$ cat config.mk
export PLATFORM = sky130hd
export DESIGN_NAME = frame_rd_arbiter
export DESIGN_NICKNAME = d
export VERILOG_FILES = /design/src/rtl/frame_rd_arbiter_pkg.sv /design/src/rtl/frame_rd_arbiter_rd_tag_pipe.sv /design/src/rtl/frame_rd_arbiter.sv
export SDC_FILE = /design/constraint.sdc
export NUM_CORES = 1
export LEC_CHECK = 0
export CAP_MARGIN = 20
export CORE_MARGIN = 2
export CORE_UTILIZATION = 40
export DETAILED_ROUTE_END_ITERATION = 7
export HOLD_SLACK_MARGIN = 0.1
export PLACE_DENSITY = 0.79
export SLEW_MARGIN = 20
export SYNTH_ARGS = -nofsm -noshare
export SYNTH_HDL_FRONTEND = slang
export SYNTH_SLANG_ARGS = --single-unit
$ cat constraint.sdc
create_clock -name app_clk -period 2.7 [get_ports app_clk]
set_input_delay 0.27 -clock app_clk [delete_from_list [all_inputs] [get_ports app_clk]]
set_output_delay 0.27 -clock app_clk [all_outputs]
set_load 0.01 [all_outputs]
$ cat src/rtl/frame_rd_arbiter_pkg.sv
// Shared constants and encodings for the frame-memory port-B read arbiter.
package frame_rd_arbiter_pkg;

  localparam int H_IMG_RES = 640;
  localparam int V_IMG_RES = 480;
  localparam int ADDR_W    = 19;
  localparam int FRAME_PIX = H_IMG_RES * V_IMG_RES;

  typedef enum logic [1:0] {
    DISP  = 2'd0,
    BLANK = 2'd1,
    SCAN  = 2'd2
  } arb_state_e;

  localparam logic TAG_DISP = 1'b0;
  localparam logic TAG_SCAN = 1'b1;

  // Raster position to linear frame-memory address.
  function automatic logic [ADDR_W-1:0] pix_addr(input logic [10:0] h, input logic [10:0] v);
    return ADDR_W'(32'(H_IMG_RES) * 32'(v) + 32'(h));
  endfunction

endpackage

$ cat src/rtl/frame_rd_arbiter_rd_tag_pipe.sv
// Valid + owner-tag shift register that tracks reads through the memory latency.
module rd_tag_pipe
  import frame_rd_arbiter_pkg::*;
#(
  parameter int DEPTH = 1
) (
  input  logic clk_i,
  input  logic rst_i,
  input  logic vld_i,
  input  logic tag_i,
  output logic vld_o,
  output logic tag_o
);

  logic [DEPTH-1:0] vld_q;
  logic [DEPTH-1:0] tag_q;

  always_ff @(posedge clk_i or posedge rst_i) begin
    if (rst_i) begin
      vld_q <= '0;
      tag_q <= {DEPTH{TAG_DISP}};
    end else begin
      vld_q[0] <= vld_i;
      tag_q[0] <= tag_i;
      for (int i = 1; i < DEPTH; i++) begin
        vld_q[i] <= vld_q[i-1];
        tag_q[i] <= tag_q[i-1];
      end
    end
  end

  assign vld_o = vld_q[DEPTH-1];
  assign tag_o = tag_q[DEPTH-1];

endmodule

$ cat src/rtl/frame_rd_arbiter.sv
// Port-B owner for the foreground-mask frame memory: display has priority in the
// active area, the blob scanner gets single-beat reads in blanking.
module frame_rd_arbiter
  import frame_rd_arbiter_pkg::*;
#(
  parameter int RD_LAT = 1
) (
  input  logic              app_clk,
  input  logic              app_rst,
  input  logic [10:0]       vid_hpos,
  input  logic [10:0]       vid_vpos,
  output logic [ADDR_W-1:0] ram_addrb,
  input  logic              ram_doutb,
  output logic              disp_px,
  output logic              disp_px_valid,
  input  logic              scan_req,
  input  logic [ADDR_W-1:0] scan_addr,
  output logic              scan_gnt,
  output logic              scan_err,
  output logic              scan_rdata,
  output logic              scan_rvalid,
  output logic              frame_start,
  output logic [15:0]       scan_beats,
  output logic              scan_overrun
);

  localparam logic [10:0]       H_LIM    = 11'(H_IMG_RES);
  localparam logic [10:0]       V_LIM    = 11'(V_IMG_RES);
  localparam logic [ADDR_W-1:0] ADDR_LIM = ADDR_W'(FRAME_PIX);

  arb_state_e state_q;

  logic active;
  logic scan_phase;
  logic addr_ok;
  logic gnt;
  logic err;
  logic pipe_vld;
  logic pipe_tag;

  logic        disp_px_q;
  logic        disp_px_valid_q;
  logic        scan_rdata_q;
  logic        scan_rvalid_q;
  logic        frame_start_q;
  logic [15:0] scan_beats_q;
  logic        scan_overrun_q;
  logic [15:0] beat_cnt_q;
  logic [15:0] beat_cnt_d;

  assign active     = (vid_hpos < H_LIM) && (vid_vpos < V_LIM);
  // A scan beat can only be issued once the FSM has already left DISP, so a
  // beat is never cut short by the display taking the port back.
  assign scan_phase = (state_q != DISP) && !active;
  assign addr_ok    = scan_addr < ADDR_LIM;
  assign gnt        = scan_phase && scan_req && addr_ok;
  assign err        = scan_phase && scan_req && !addr_ok;

  assign scan_gnt = gnt;
  assign scan_err = err;

  always_comb begin
    ram_addrb = '0;
    if (active) begin
      ram_addrb = pix_addr(vid_hpos, vid_vpos);
    end else if (gnt) begin
      ram_addrb = scan_addr;
    end
  end

  always_ff @(posedge app_clk or posedge app_rst) begin
    if (app_rst) begin
      state_q <= DISP;
    end else begin
      unique case (state_q)
        DISP: begin
          if (!active) state_q <= BLANK;
        end
        BLANK: begin
          if (active)   state_q <= DISP;
          else if (gnt) state_q <= SCAN;
        end
        SCAN: begin
          if (active)         state_q <= DISP;
          else if (!scan_req) state_q <= BLANK;
        end
        default: state_q <= DISP;
      endcase
    end
  end

  rd_tag_pipe #(
    .DEPTH (RD_LAT)
  ) u_tag_pipe (
    .clk_i (app_clk),
    .rst_i (app_rst),
    .vld_i (active || gnt),
    .tag_i (gnt ? TAG_SCAN : TAG_DISP),
    .vld_o (pipe_vld),
    .tag_o (pipe_tag)
  );

  always_ff @(posedge app_clk or posedge app_rst) begin
    if (app_rst) begin
      disp_px_q       <= 1'b0;
      disp_px_valid_q <= 1'b0;
      scan_rdata_q    <= 1'b0;
      scan_rvalid_q   <= 1'b0;
    end else begin
      disp_px_q       <= pipe_vld && (pipe_tag == TAG_DISP) && ram_doutb;
      disp_px_valid_q <= pipe_vld && (pipe_tag == TAG_DISP);
      scan_rvalid_q   <= pipe_vld && (pipe_tag == TAG_SCAN);
      if (pipe_vld && (pipe_tag == TAG_SCAN)) scan_rdata_q <= ram_doutb;
    end
  end

  // Beat counter restarts on the frame_start pulse, counting a grant in that cycle.
  always_comb begin
    beat_cnt_d = beat_cnt_q;
    if (frame_start_q) begin
      beat_cnt_d = gnt ? 16'd1 : 16'd0;
    end else if (gnt && (beat_cnt_q != 16'hFFFF)) begin
      beat_cnt_d = beat_cnt_q + 16'd1;
    end
  end

  always_ff @(posedge app_clk or posedge app_rst) begin
    if (app_rst) begin
      frame_start_q  <= 1'b0;
      scan_beats_q   <= 16'd0;
      scan_overrun_q <= 1'b0;
      beat_cnt_q     <= 16'd0;
    end else begin
      frame_start_q <= (vid_hpos == 11'd0) && (vid_vpos == 11'd0);
      beat_cnt_q    <= beat_cnt_d;
      if (frame_start_q) begin
        scan_beats_q   <= beat_cnt_q;
        scan_overrun_q <= scan_req;
      end
    end
  end

  assign disp_px       = disp_px_q;
  assign disp_px_valid = disp_px_valid_q;
  assign scan_rdata    = scan_rdata_q;
  assign scan_rvalid   = scan_rvalid_q;
  assign frame_start   = frame_start_q;
  assign scan_beats    = scan_beats_q;
  assign scan_overrun  = scan_overrun_q;

endmodule

=== After elaboration in Yosys (flattened, before gate mapping) ===
Cells that the tools add are included.

* Bits of input ports: 45
* Bits in registers: 42

* Equality and inequality tests: 6
* Reduce and logical (&&, ||, !) cells: 19
* Bitwise logic cells: 1
* Muxes and demuxes: 12
* Magnitude comparators: 3
* Add/sub/neg operators: 2
* $mul: 1

{| class="wikitable"
|+ Operator list
! kind !! number
|-
| 19-bit 2-to-1 mux || 2
|-
| 16-bit 2-to-1 mux || 2
|-
| 11-bit zero test || 2
|-
| 19-bit by 11-bit adder with 19-bit output || 1
|-
| 19-bit < comparator, second input constant || 1
|-
| 16-bit by 1-bit adder with 16-bit output, second input constant || 1
|-
| 16-bit != test, second input constant || 1
|-
| 3-bit by 11-bit multiplier with 12-bit output, first input constant || 1
|-
| 11-bit by 10-bit < comparator with 1-bit output, second input constant || 1
|-
| 11-bit by 9-bit < comparator with 1-bit output, second input constant || 1
|-
| 1-bit logical AND || 10
|-
| 2-bit 2-to-1 mux || 5
|-
| 3-bit != test, second input constant || 2
|-
| 2-bit case mux with 3 select lines || 1
|-
| 2-bit nonzero test || 2
|-
| 3-bit AND reduction || 1
|-
| 2-bit by 1-bit equality test with 1-bit output, second input constant || 1
|-
| 2-bit equality test, second input constant || 1
|-
| 1-bit zero test || 2
|-
| 2-bit zero test || 1
|-
| 1-bit 2-to-1 mux || 2
|-
| 2-bit != test, second input constant || 1
|-
| 1-bit logical OR || 1
|-
| 1-bit NOT || 1
|}

=== Longest topological paths before layout ===
* Depth in word-level cells: 9
* Mapped depth: 9
* Gate-level depth less buffers: 9

=== By module ===
A second synthesis with hierarchy kept.

* Cell total of the unflattened synthesis: 284
* Area total of the unflattened synthesis: 2792.7 um^2

{| class="wikitable"
|+ Modules (own cells, without submodules)
! module !! area each (um^2) !! cells each !! instances
|-
| frame_rd_arbiter || 2738.9 || 281 || 1
|-
| rd_tag_pipe || 53.8 || 3 || 1
|}

=== Worst setup path before layout ===
OpenSTA, ideal clock, no wires.

* Path kind: input -> output
* Start: input port vid_vpos[1]
* End: output port ram_addrb[17]
* Slack: -272 ps
* Arrival time: 2702 ps
* Buffers on the path: 0
* Stages on the path: 9
* Path through: ha_1 ha_1 fa_1 a21o_1 a221oi_1 xnor2_1 nand3_1 or4_1 nand3_1

* Cells in the longest elaborated chain, start to end: 8

{| class="wikitable"
|+ Ends and longest elaborated chain
! item !! RTL line !! source
|-
| from (decl) || frame_rd_arbiter.sv:11 || <nowiki>input logic [10:0] vid_vpos,</nowiki>
|-
| branches (longest 7 deep; another with 19-bit by 11-bit adder with 19-bit output) || n/a ||
|-
| 19-bit 2-to-1 mux * || frame_rd_arbiter.sv:64 || <nowiki>if (active) begin</nowiki>
|-
| to (decl) || frame_rd_arbiter.sv:12 || <nowiki>output logic [ADDR_W-1:0] ram_addrb,</nowiki>
|}

Every way passes the cells marked *.

=== Worst setup path in the final report ===
* Start: input port vid_vpos[3]
* End: output port ram_addrb[17]

The elaborated chain is that of the path after synthesis.

==> impl_metrics.csv <==
group,metric,value,unit
status,run_status,"finished, violations left",
status,violations,"setup timing",
pwr,irDropWorstVdd,0.196,mV
logic_synthesis,synth_top_family_by_area,"simple AND/OR/NAND/NOR gates",
logic_synthesis,yosysUniqueCellTypes,40,
logic_synthesis,synth_compound_area_frac,0.126,
critical_path,crit_path_end_kind,"output pin",
finish,final_cell_mix,"clkdlybuf4s50_1 (56), buf_4 (52), dfrtp_1 (42), nor2_1 (20), nand2_1 (19)",
logic_synthesis,netlist_area,0.00279,sq mm
logic_synthesis,synth-xor-area-share,0.0785,
pwr,powerDensity,446,mW/mm^2
pwr,p_sw,667,uW
finish,fillers,537,
sta,setup_slack,-0.229,ns
critical_path,rrSetupSlack,0.60,ns
die,start_util,0.413,
die,pin_count,88,
place,hpwl,5720,um
logic_synthesis,yosys_warnings,0,
routing,vias,2759,
clock_tree,cts_root_buf,"clkbuf_8",
critical_path,startpoint_type,"input pin",
critical_path,crit_required,2.43,ns
routing,first_pass_iters,4,
routing,wire_per_inst,16.9,um
sta,worst_pin_slew,0.510,ns
finish,regArea,0.00105,sq mm
run,drv_cap,0,
routing,ant_nets,0,
clock_tree,path_clk_slew,0.07,ns
place,portBuffers,87,
routing,via_per_inst,5.49,
hold_path,hold_end,"frame_start",
place,place_congestion,0.907,
global_routing,grt_pass1_vias,2796,
critical_path,crit_type,"in2out",
die,coreArea,0.00676,sq mm
logic_synthesis,synth_cells,283,
critical_path,cp_max_fo,2,
sta,period_minus_slack,2.93,ns
hold_path,min_from,"vid_vpos[1]",
clock_tree,cts_buffers,5,
critical_path,rr_worst_depth,8,
critical_path,worstReg2RegEnd,"beat_cnt_q[11]",
clock_tree,cts_num_sinks,42,
die,rows,30,
global_routing,gr-total-overflow,0,
hold_path,hp-class,"in2reg",
pwr,p_comb_frac,0.436,
die,die_area,0.00766,sq mm
global_routing,grt_max_degree,43,
routing,drtIter0Drc,106,
sta,slew_violations,0,
logic_synthesis,seq_area_frac_synth,0.377,
sta,final-setup-viol-count,4,
sta,hold_slack,0.349,ns
hold_path,worstHoldPathCells,5,
logic_synthesis,muxShareOfSynthArea,0.0884,
pwr,p_clk_frac,0.187,
logic_synthesis,avgSynthCellArea,9.85,sq um
sta,fmax,341,MHz
finish,layout-drive-gt1-share,0.322,
sta,clock_skew,0.00449,ns
critical_path,crit_arrival,2.66,ns
clock_tree,cts.htree.levels,2,
finish,syn_to_final_growth,61.2,%
routing,drc,0,
sta,rsz0062_at_grt,"yes",
sta,hold_viol_final,0,
pwr,cellInternalPower,1340,uW
finish,multi_input_area,0.00191,sq mm
place,dp_worst_setup_slack,-1.09,ns
die,die_h,87.5,um
logic_synthesis,synth-simple-area-share,0.192,
routing,wl,8520,um
pwr,seqPwrFrac,0.377,
die,die_w,87.5,um
clock_tree,insertion_delay,0.29,ns
logic_synthesis,synth_fp_nets,352,
sta,fin_crit_sh,1.08,
finish,post-route-util,0.665,
global_routing,groute.usage.overall,0.209,
finish,layout_commonest_cell,"clkdlybuf4s50_1",
logic_synthesis,ys_seq_elements,42,
pwr,power_leakage,0.00222,uW
clock_tree,cts_tree,"done",
critical_path,regToRegStartpoint,"state_q[0]",
global_routing,antenna_found_initial,0,
finish,insertedDiodeCount,0,
sta,slew_headroom,0.660,
global_routing,grt_pass1_wl,12700,um
clock_tree,cts_buffer_depth,2,
logic_synthesis,synthAdderAreaFrac,0.113,
finish,fin_nets,492,
pwr,swShare,0.333,
state kept, by name (all words and copies together), names as in the netlist:
signal,cells
scan_overrun,1
frame_start,1
scan_beats,16
u_tag_pipe.vld_o,1
beat_cnt_q,16
scan_rdata,1
state_q,2
u_tag_pipe.tag_o,1
scan_rvalid,1
disp_px,1
disp_px_valid,1
cell type report:
cell class                      instances  share of cell area
Clock buffer                            5              0.0153
Clock inverter                          2             0.00223
Inverter                                6             0.00501
Multi-Input combinational cell        224               0.425
Sequential cell                        42               0.234
Tap cell                               80              0.0223
Timing Repair Buffer                  144               0.296
kinds of logic after synthesis:
logic type	Yosys count
AND/OR/NAND/NOR	102
flip-flops	42
multiplexers	22
adder cells (fa/ha/maj)	24
AO/OA/AOI/OAI	51
buffers and inverters	17
XOR/XNOR	25
Yosys cell counts:
library cell	count	area [sq um]
nor3_1	4	20.0
clkbuf_1	8	30.0
o31ai_1	2	15.0
buf_2	2	10.0
fa_1	2	40.0
nand3_1	13	65.1
mux2i_1	1	10.0
nand2b_1	1	6.26
a211o_1	2	17.5
nand2_1	20	75.1
nand3b_1	2	15.0
a221oi_1	1	8.76
mux2_1	3	33.8
ha_1	22	275
nor4_1	4	25.0
and4_1	5	43.8
mux2_2	18	203
nand4b_1	2	17.5
dfrtp_1	42	1050
xnor2_1	7	61.3
o211ai_1	3	22.5
xor2_1	18	158
and3_1	7	43.8
nand4_1	9	56.3
buf_4	1	7.51
a21oi_1	9	45.0
o21bai_1	1	7.51
a21o_1	4	30.0
a211oi_4	1	20.0
or2_2	2	12.5
and2_1	5	31.3
nor2b_1	6	37.5
a22o_1	9	78.8
or4_1	1	7.51
a211oi_1	2	15.0
a31oi_1	2	12.5
inv_1	6	22.5
o21ai_0	14	70.1
o311ai_0	1	8.76
nor2_1	21	78.8
power by group through the flow:
stage,clock (uW),combinational (uW),sequential [uW]
3_5_place_dp,0,727,768
2_1_floorplan,0,368,754
5_1_grt,406,948,767
3_3_place_gp,0,710,759
4_1_cts,385,773,755
6_report,375,874,756
worst max-delay path: stages:
cell and delay (ns):
buf_8 0.10, ha_4 0.24, ha_4 0.16, fa_2 0.35, a21o_1 0.21, a221oi_2 0.30
xnor2_1 0.20, nand3_1 0.14, or4_4 0.50, nand3_2 0.08, buf_6 0.10
layer usage:
layer | vias to the layer above | share of wire | global-route usage
met2 | 96 | 0.54 | 0.395
met3 | 17 | 0.045 | 0.0322
li1 | 1312 | - | -
met4 | 0 | 0.023 | 0.0601
met5 | - | 0 | 0
met1 | 1334 | 0.39 | 0.242
through the flow:
| step | std cells | total power [uW] | setup TNS [ns] | area, sq um |
|---|---|---|---|---|
| 3_3_place_gp | 484 | 1470 | -6.61 | 4100 |
| 2_1_floorplan | 283 | 1120 | -0.0215 | 2830 |
| 5_1_grt | 503 | 2120 | -0.783 | 4500 |
| 6_report | 503 | 2000 | -0.395 | 4500 |
| 4_1_cts | 493 | 1910 | -0.461 | 4310 |
| 3_5_place_dp | 484 | 1490 | -7.17 | 4100 |
worst max path at each step:
| stage | start | to | slack [ns] | cells past startpoint |
|---|---|---|---|---|
| after floorplan | vid_vpos[1] | ram_addrb[17] | -0.02 | 9 |
| after global placement | vid_vpos[3] | ram_addrb[17] | -1.05 | 11 |
| after detailed placement | vid_vpos[3] | ram_addrb[17] | -1.09 | 11 |
| after CTS | vid_vpos[3] | ram_addrb[17] | -0.18 | 11 |
| after global routing | vid_vpos[3] | ram_addrb[17] | -0.30 | 11 |
| final | vid_vpos[3] | ram_addrb[17] | -0.23 | 11 |
repair_timing:
| action | 4_1_cts | 5_1_grt |
|---|---|---|
| pin swaps | 22 | 18 |
| cloned | 0 | 2 |
| endpoints found under the setup margin | 19 | 15 |
| hold buffers | 0 | 0 |
| resized for setup | 83 | 39 |
| buffers inserted | 3 | 8 |
Note: power is estimated with default switching activity, not from simulation.
